`src/rtl/uart_tx.sv`:
```
// uart_tx: 8-bit UART serial transmitter, LSB first.
// Frame: start bit, 8 data bits, an optional parity bit and one stop bit.
// Each bit lasts Prescale clocks; a Prescale of 0 is treated as 1.
// Optional feature macro: UART_TX_PARITY_EN compiles in the parity bit and the
// PARITY state. Without it, PAR_EN and PAR_TYP are ignored and every frame is
// 10 bit periods long.
module uart_tx (
  input  logic       CLK,
  input  logic       RST,
  input  logic [7:0] P_DATA,
  input  logic       Data_Valid,
  input  logic       PAR_EN,
  input  logic       PAR_TYP,
  input  logic [4:0] Prescale,
  output logic       TX_OUT,
  output logic       busy
);

`ifdef UART_TX_PARITY_EN
  typedef enum logic [2:0] {
    IDLE   = 3'd0,
    START  = 3'd1,
    DATA   = 3'd2,
    PARITY = 3'd3,
    STOP   = 3'd4
  } state_t;
`else
  typedef enum logic [2:0] {
    IDLE   = 3'd0,
    START  = 3'd1,
    DATA   = 3'd2,
    STOP   = 3'd4
  } state_t;
`endif

  state_t     state_q, state_d;
  logic [4:0] cnt_q, cnt_d;
  logic [2:0] idx_q, idx_d;
  logic [7:0] data_q, data_d;
  logic [4:0] presc_q, presc_d;
  logic       tx_q, tx_d;
  logic       busy_q, busy_d;
  logic       bit_end_s;

`ifdef UART_TX_PARITY_EN
  logic       par_en_q, par_en_d;
  logic       par_bit_q, par_bit_d;
`else
  // Parity inputs are accepted but have no function in this build.
  logic       unused_par_s;
  assign unused_par_s = PAR_EN ^ PAR_TYP;
`endif

  // A bit period ends on the last count of the latched prescale.
  assign bit_end_s = (cnt_q == (presc_q - 5'd1));

  // State, frame latches and registered line outputs.
  always_ff @(posedge CLK or posedge RST) begin
    if (RST) begin
      state_q   <= IDLE;
      cnt_q     <= 5'd0;
      idx_q     <= 3'd0;
      data_q    <= 8'd0;
      presc_q   <= 5'd0;
      tx_q      <= 1'b1;
      busy_q    <= 1'b0;
`ifdef UART_TX_PARITY_EN
      par_en_q  <= 1'b0;
      par_bit_q <= 1'b0;
`endif
    end else begin
      state_q   <= state_d;
      cnt_q     <= cnt_d;
      idx_q     <= idx_d;
      data_q    <= data_d;
      presc_q   <= presc_d;
      tx_q      <= tx_d;
      busy_q    <= busy_d;
`ifdef UART_TX_PARITY_EN
      par_en_q  <= par_en_d;
      par_bit_q <= par_bit_d;
`endif
    end
  end

  // Next-state logic; the line value for the coming cycle is computed here
  // so TX_OUT and busy leave straight from flops.
  always_comb begin
    state_d   = state_q;
    cnt_d     = cnt_q;
    idx_d     = idx_q;
    data_d    = data_q;
    presc_d   = presc_q;
    tx_d      = tx_q;
    busy_d    = busy_q;
`ifdef UART_TX_PARITY_EN
    par_en_d  = par_en_q;
    par_bit_d = par_bit_q;
`endif
    case (state_q)
      IDLE: begin
        if (Data_Valid) begin
          state_d   = START;
          data_d    = P_DATA;
          presc_d   = (Prescale == 5'd0) ? 5'd1 : Prescale;
`ifdef UART_TX_PARITY_EN
          par_en_d  = PAR_EN;
          par_bit_d = (^P_DATA) ^ PAR_TYP;
`endif
          cnt_d     = 5'd0;
          idx_d     = 3'd0;
          tx_d      = 1'b0;
          busy_d    = 1'b1;
        end else begin
          tx_d      = 1'b1;
          busy_d    = 1'b0;
        end
      end
      START: begin
        if (bit_end_s) begin
          cnt_d   = 5'd0;
          idx_d   = 3'd0;
          state_d = DATA;
          tx_d    = data_q[0];
        end else begin
          cnt_d   = cnt_q + 5'd1;
        end
      end
      DATA: begin
        if (bit_end_s) begin
          cnt_d = 5'd0;
          if (idx_q == 3'd7) begin
`ifdef UART_TX_PARITY_EN
            if (par_en_q) begin
              state_d = PARITY;
              tx_d    = par_bit_q;
            end else begin
              state_d = STOP;
              tx_d    = 1'b1;
            end
`else
            state_d = STOP;
            tx_d    = 1'b1;
`endif
          end else begin
            idx_d = idx_q + 3'd1;
            tx_d  = data_q[idx_q + 3'd1];
          end
        end else begin
          cnt_d = cnt_q + 5'd1;
        end
      end
`ifdef UART_TX_PARITY_EN
      PARITY: begin
        if (bit_end_s) begin
          cnt_d   = 5'd0;
          state_d = STOP;
          tx_d    = 1'b1;
        end else begin
          cnt_d   = cnt_q + 5'd1;
        end
      end
`endif
      STOP: begin
        if (bit_end_s) begin
          cnt_d   = 5'd0;
          state_d = IDLE;
          tx_d    = 1'b1;
          busy_d  = 1'b0;
        end else begin
          cnt_d   = cnt_q + 5'd1;
        end
      end
      default: begin
        state_d = IDLE;
        cnt_d   = 5'd0;
        tx_d    = 1'b1;
        busy_d  = 1'b0;
      end
    endcase
  end

  assign TX_OUT = tx_q;
  assign busy   = busy_q;

endmodule
```
`config.mk`:
```
export PLATFORM = sky130hd
export DESIGN_NAME = uart_tx
export DESIGN_NICKNAME = d
export VERILOG_FILES = /design/src/rtl/uart_tx.sv
export SDC_FILE = /design/constraint.sdc
export NUM_CORES = 1
export LEC_CHECK = 0
export ABC_AREA = 1
export CAP_MARGIN = 20
export CORE_MARGIN = 2
export CORE_UTILIZATION = 40
export CTS_CLUSTER_SIZE = 10
export DETAILED_ROUTE_END_ITERATION = 8
export HOLD_SLACK_MARGIN = 0.08
export PLACE_DENSITY = 0.61
export SLEW_MARGIN = 10
export SYNTH_ARGS = -nofsm -noshare
export SYNTH_HDL_FRONTEND = slang
export SYNTH_SLANG_ARGS = --single-unit
```
`constraint.sdc`:
```
create_clock -name CLK -period 1.6 [get_ports CLK]
set_clock_uncertainty 0.05 [all_clocks]
set_input_delay 0.48 -clock CLK [delete_from_list [all_inputs] [get_ports CLK]]
set_output_delay 0.48 -clock CLK [all_outputs]
set_load 0.05 [all_outputs]
```
==> impl_metrics.py, run 1 <==
metrics = {
    "logic_synthesis": {
        "ys_dominant_reg_cell": "dfrtp_1",
        "synth_async_sr_flop_share_pct": 100.0,
        "synthesis.yosys.warnings": 0,
        "syn-mean-instance-area_um2": 7.842,
        "synth.ff_latch_count": 26,
        "yosysMostFrequentCell": "nand2_1",
        "proportion_of_netlist_area_held_by_the_largest_area_contributor_pct": 42.66,
        "synth_top_cell_by_area": "dfrtp_1",
        "synth_common_cells": "nand2_1, dfrtp_1, inv_1",
        "number_of_flops_mapped_to_enable_cells_by_yosys": 0,
        "post_synth_num_cell_types": 24,
        "synthCells": 187,
        "mappedNetlistNets": 209,
        "synth.area.top_cells": "dfrtp_1, nand2_1, nand3_1",
        "synthesis.area_um2": 1466,
        "ys_seq_area_share_pct": 44.45,
    },
    "final_layout": {
        "antenna-diode-count": 0,
        "layout-drive-gt1-share_pct": 23.87,
        "area_growth_syn_to_layout_pct": 32.76,
        "finalNonFillerCells": 268,
        "nNetsFinal": 245,
        "final_cell_area_um2": 1947,
    },
    "global_routing": {
        "grt_pass1_vias": 1323,
        "wire_length_of_the_first_global_routing_pass_um": 5492,
        "antenna_found_initial": 0,
        "global_route.usage.total_pct": 16.46,
        "grt_overflow": 0,
        "pin_count_of_the_biggest_net_entering_global_routing": 27,
    },
    "clocking": {
        "cts_tree": "yes",
        "cts_root_buffer": "clkbuf_4",
        "clock-sinks": 26,
        "worst_setup_hold_path_clk_slew_ps": 140,
        "cts_buffers": 3,
        "clkLatencyLatePin_ps": 320,
        "cts_hold_buf": 0,
        "cts_max_level": 1,
        "clockBufferDepth": 2,
    },
    "status": {
        "result_of_the_run": "complete, but fails checks",
        "violations": "setup timing",
    },
    "timing": {
        "max_freq_mhz": 579.3,
        "report.final.hold_viol_count": 0,
        "worst_slew_pin_slew_ps": 280.0,
        "finalWorstSetupSlack_ps": -126.2,
        "rsz0062_at_grt": "true",
        "final.period_utilization_pct": 107.9,
        "timing.slew.headroom_pct": 81.27,
        "timing.setup.tns_ps": -1163,
        "finalCriticalPeriod_ps": 1726,
        "timing_max_transition_violations_final": 0,
        "finalSetupViolCount": 13,
    },
    "power": {
        "pd_cells_nw_per_um2": 1799,
        "worst_ir_drop_on_vdd_uv": 797.2,
        "power_leakage_nw": 0.9693,
    },
    "drt": {
        "vias": 1276,
        "drtIter0Drc": 56,
        "via_density_per_instance": 4.761,
        "routed_wire_length_per_instance_um": 10.90,
        "antenna_left": 0,
        "remaining_drc_errors": 0,
        "dr.pass1.iters": 4,
        "totalWireLength_um": 2921,
    },
    "critical_path": {
        "crit_required_ps": 1780,
        "startpoint_type_of_the_worst_setup_path": "register",
        "timing.critical_path.arrival_ps": 1900,
        "worst-path-max-fanout": 7,
        "worst-r2r-cell-count": 13,
        "critical_path_class": "reg -> reg",
        "crit_path_end_kind": "register",
    },
    "floorplan": {
        "core_area_um2": 3416,
        "floorplan.die.width_um": 64.55,
        "num_rows": 21,
        "die-area_um2": 4166,
        "die_h_um": 64.55,
        "ports": 20,
        "start_util_pct": 42.93,
    },
    "placed_design": {
        "final_gp_congestion": 0.8421,
        "port_buffers": 17,
        "dpl_cell_area_um2": 1803,
        "place.detailed.instances": 260,
        "hpwlAfterDp_um": 2174,
    },
    "flow_run": {
        "maxCapViolCount": 0,
    },
    "min_path": {
        "hold_path_class": "in -> async",
    },
}
-- flip-flops by register name (all words and copies together), names as in the netlist --
name     flops
cnt_q        5
presc_q      5
busy         1
TX_OUT       1
idx_q        3
data_q       8
state_q      3
-- area by class of cell --
| class | count | area (µm²) |
|---|---|---|
| timing repair buffer | 33 | 326.6 |
| tap | 46 | 57.56 |
| fill | 342 | 1469 |
| clock buffer | 4 | 36.28 |
| multi-input combinational | 134 | 780.7 |
| inverter | 25 | 93.84 |
| sequential | 26 | 651.9 |
-- cell usage in the layout (no fill, tap or decap), types with 2 or more instances in the layout --
cell,instances
inv_2,5
inv_1,20
clkbuf_4,3
buf_12,3
a21oi_1,4
nor2_1,16
nand4_1,4
buf_4,14
nand2_4,4
ha_4,2
nand2_2,4
clkdlybuf4s50_1,15
dfrtp_1,25
o21ai_0,2
ha_1,2
nand3b_1,2
mux2_2,8
nand3_2,3
xor2_1,3
nand3_1,16
nand2_1,53
o21ai_1,5
-- where the power goes --
part / internal [W] / total, W / switching (W)
Sequential: 0.000937 / 0.00114 / 0.000201
Clock: 0.000139 / 0.000330 / 0.000191
Combinational: 0.000912 / 0.00203 / 0.00112
Total: 0.00199 / 0.00350 / 0.00151
-- through the flow --
step | util, % | setup WS (ps) | total power, W | hold slack (ps)
2_1_floorplan | - | 7.798 | 0.002400 | 395.9
3_3_place_gp | 52.78 | -165.9 | 0.002926 | 415.5
3_5_place_dp | 52.78 | -174.2 | 0.002980 | 423.6
4_1_cts | 55.35 | -122.8 | 0.003381 | 417.1
5_1_grt | 57.00 | -215.3 | 0.003881 | 435.3
6_report | 57.00 | -126.2 | 0.003503 | 422.7
-- worst max-delay path: stages, from the launching register on --
cell and delay [ps]:
dfrtp_1 390, inv_2 60, ha_4 260, inv_2 20, nand2_1 50, nand2_1 40, nor2_1 90, nand2_1 50
nor2_1 120, nand2_2 170, nand2_4 150, nand3_4 80, nand2_1 60, nand2_1 50
-- what timing repair did --
action	in CTS	in global routing
gates resized for setup	9	12
pin swaps	4	7
setup buffers	2	2
setup endpoints to repair	10	16
-- worst paths after layout --
check	start	slack, ps	to
min reg2reg	idx_q[1]$_DFFE_PP0P_	460	idx_q[1]$_DFFE_PP0P_
max in group asynchronous	RST	850	TX_OUT$_DFFE_PP1P_
max reg2reg	presc_q[0]$_DFFE_PP0P_	-130	idx_q[0]$_DFFE_PP0P_
max	presc_q[0]$_DFFE_PP0P_	-130	idx_q[0]$_DFFE_PP0P_
min in group CLK	idx_q[1]$_DFFE_PP0P_	460	idx_q[1]$_DFFE_PP0P_
min	RST	420	data_q[3]$_DFFE_PP0P_
-- kinds of logic (layout without fill, tap and decap cells) --
group           Yosys count  count (layout)  synth area share [%]
compound gates           12              12                 4.096
xor+xnor                  3               3                 1.792
fa+ha+maj                 4               4                 3.413
buf+inv                  27              62                 7.508
flops                    26              26                 44.45
mux                       8               8                 6.144
simple gates            107             107                 32.59
-- per-layer routing --
metal / vias to the layer above / part of all wire [%] / global-route usage [%] / wire length (µm)
met3: 4 / 3.4 / 2.778 / 99
met2: 22 / 51 / 30.86 / 1487
met5: - / 0 / 0 / 0
li1: 664 / - / - / -
met1: 586 / 45 / 19.44 / 1306
met4: 0 / 0.96 / 3.989 / 28
Power figures use the tool's default switching activity.
==> run 2, diff against run 1 <==
ABC_CLOCK_PERIOD_IN_PS = 1600   (was unset)
==> results of run 2 <==
No change in the layout: final DEF, timing and power equal those of run 1.
==> run 3, diff against run 2 <==
SETUP_SLACK_MARGIN = 0.05   (was unset)
==> run 3 against run 2 <==
The run still ends with setup timing left. Register-to-register slack improved by 40 ps. Critical path depth decreased by 1. Utilization decreased by 0.33 points. Cell count increased by 0.37%. Wire length is 6.9% higher. Global-route usage is 0.12 points higher. Total power increased by 3.4%. Sequential cell count unchanged. Non-clock buffer count up 1. Die area unchanged. First-iteration DRC count shrank 14%. Clock-buffer cell count decreased by 1. Largest cell class unchanged. Largest power group unchanged.
==> impl_metrics.py, run 3 (synthesis results as in run 1) <==
metrics = {
    "status": {
        "result_of_the_run": "complete, but fails checks",
        "violations": "setup timing",
    },
    "floorplan": {
        "start_util_pct": 42.93,
        "ports": 20,
        "num_rows": 21,
        "die-area_um2": 4166,
        "core_area_um2": 3416,
        "floorplan.die.width_um": 64.55,
        "die_h_um": 64.55,
    },
    "critical_path": {
        "worst-path-max-fanout": 6,
        "startpoint_type_of_the_worst_setup_path": "register",
        "r2r_setup_slack_ps": -80,
        "endpoint_of_the_most_critical_register_to_register_path": "state_q[2]$_DFFE_PP0P_",
        "crit_required_ps": 1780,
        "critical_path.cell_chain": "inv_2 > ha_4 > inv_2 > nand2_1 > nand2_1 > nor2_1 > nand2_1 > nor2_2 > nand2_4 > buf_4 > nand3_1 > o21ai_1",
        "timing.critical_path.arrival_ps": 1860,
        "cpMaxStageDelayCell": "dfrtp_1",
        "cpMostUsedCell": "nand2_1",
        "crit_path_max_incr_delay_ps": 400,
        "r2r-start": "presc_q[0]$_DFFE_PP0P_",
        "crit_path_end_kind": "register",
        "critical_path_class": "reg -> reg",
        "worst-r2r-cell-count": 12,
    },
    "final_layout": {
        "biggest_regs": "data_q x8, cnt_q x5, presc_q x5",
        "n_fill_cell": 325,
        "area_taken_by_multi_input_logic_gates_um2": 762.0,
        "largest_register_ff_count": 8,
        "layout.cells.most_common": "nand2_1",
        "layout.area.seq_um2": 651.9,
        "area_growth_syn_to_layout_pct": 32.00,
        "nNetsFinal": 246,
        "layout-drive-gt1-share_pct": 22.42,
        "finalNonFillerCells": 269,
        "regMostFlops": "data_q",
        "antenna-diode-count": 0,
        "most_used_cells_in_the_layout_excluding_fill_and_tap_cells": "nand2_1, dfrtp_1, inv_1",
    },
    "drt": {
        "dr.pass1.iters": 5,
        "drtIter0Drc": 48,
        "totalWireLength_um": 3123,
        "via_density_per_instance": 4.773,
        "routed_wire_length_per_instance_um": 11.61,
        "antenna_left": 0,
        "vias": 1284,
        "remaining_drc_errors": 0,
    },
    "power": {
        "share_comb_of_total_power_pct": 55.7,
        "pd_cells_nw_per_um2": 1870,
        "power_frac_clock_pct": 12.9,
        "internal_power_w": 0.002083,
        "power_leakage_nw": 0.9827,
        "switching_power_w": 0.001537,
        "netSwitchingFraction_pct": 42.46,
        "seqPwrFrac_pct": 31.5,
        "worst_ir_drop_on_vdd_uv": 1039,
    },
    "placed_design": {
        "place.detailed.instances": 262,
        "final_gp_congestion": 0.8735,
        "port_buffers": 17,
        "hpwlAfterDp_um": 2466,
        "placement.setup.worst_slack_ps": -211.7,
    },
    "clocking": {
        "clockBufferDepth": 2,
        "cts_tree": "yes",
        "cts_root_buffer": "clkbuf_4",
        "worst_setup_hold_path_clk_slew_ps": 160,
        "clock-sinks": 26,
        "cts_max_level": 1,
        "clkLatencyLatePin_ps": 330,
        "cts_buffers": 3,
        "cts_hold_buf": 0,
    },
    "global_routing": {
        "grt_overflow": 0,
        "wire_length_of_the_first_global_routing_pass_um": 5547,
        "global_route.usage.total_pct": 16.57,
        "antenna_found_initial": 0,
        "grt_pass1_vias": 1310,
        "pin_count_of_the_biggest_net_entering_global_routing": 18,
    },
    "timing": {
        "finalCriticalPeriod_ps": 1682,
        "report.final.hold_viol_count": 0,
        "worst_slew_pin_slew_ps": 284.9,
        "timing_max_transition_violations_final": 0,
        "finalWorstSetupSlack_ps": -81.75,
        "max_freq_mhz": 594.6,
        "final.period_utilization_pct": 105.1,
        "finalSetupViolCount": 12,
        "timing.slew.headroom_pct": 80.98,
        "rsz0062_at_grt": "true",
    },
    "min_path": {
        "hold_path_class": "in -> async",
    },
    "flow_run": {
        "maxCapViolCount": 0,
    },
}
run 3: cell types whose count changed in the layout (fill, tap and decap cells not counted), moves of 2 or more:
cell and delta:
nand2_2 -3, nand2_1 +2, nand3_1 +2, buf_4 +3
run 3: worst max path at each step:
stage,from,to,depth (start not counted)
finish,presc_q[0]$_DFFE_PP0P_,state_q[2]$_DFFE_PP0P_,12
CTS,presc_q[0]$_DFFE_PP0P_,idx_q[0]$_DFFE_PP0P_,13
detailed placement,Data_Valid,data_q[3]$_DFFE_PP0P_,3
global route,presc_q[0]$_DFFE_PP0P_,state_q[1]$_DFFE_PP0P_,13
global placement,Data_Valid,data_q[4]$_DFFE_PP0P_,3
floorplan,presc_q[0]$_DFFE_PP0P_,idx_q[0]$_DFFE_PP0P_,13
run 3: cell type report:
type                    count  area share [%]
repair buffers             34           16.42
flip-flops and latches     26           33.68
multi-input cells         134           39.37
well taps                  46           2.973
clock buffers               3           1.164
clock inverters             1           1.551
inverters                  25           4.848
run 3: routing by layer:
metal | vias up | wire, µm | global-route usage (%) | part of all wire, %
met5 | - | 0 | 0 | 0
met4 | 0 | 0 | 3.457 | 0
met3 | 0 | 113 | 1.736 | 3.6
met2 | 29 | 1572 | 30.08 | 50
met1 | 589 | 1437 | 21.36 | 46
li1 | 666 | - | - | -
run 3: worst max-delay path, delay by kind of cell (launching register included):
kind	cells	cell delay [ps]
and+or+nand+nor	7	550
DFF	1	400
adders and majority gates	1	260
buffers and inverters	3	250
AOI/OAI and AO/OA	1	60
run 3: power groups by stage:
| stage | registers [W] | logic, W | clock network, W |
|---|---|---|---|
| finish | 0.00114 | 0.00202 | 0.000465 |
| global route | 0.00118 | 0.00230 | 0.000509 |
| CTS | 0.00114 | 0.00194 | 0.000474 |
| detailed placement | 0.00116 | 0.00190 | 0 |
| global placement | 0.00114 | 0.00184 | 0 |
| floorplan | 0.00119 | 0.00126 | 0 |
run 3: timing repair:
action / CTS / global route
setup buffers: 2 / 1
resized for setup: 0 / 10
pin swaps: 1 / 2
hold endpoints to repair: 0 / 0
endpoints found under the setup margin: 14 / 25
run 3: metrics by stage:
stage / cell area [µm²] / power, W / utilization (%) / setup TNS (ps) / hold WS [ps]
after global placement: 1836 / 0.002983 / 53.74 / -2850 / 411.4
after floorplan: 1499 / 0.002453 / - / 0 / 395.9
after detailed placement: 1836 / 0.003054 / 53.74 / -3336 / 420.2
after global routing: 1936 / 0.003990 / 56.67 / -2316 / 321.8
final: 1936 / 0.003620 / 56.67 / -762.6 / 331.5
after CTS: 1903 / 0.003549 / 55.71 / -983.2 / 328.7
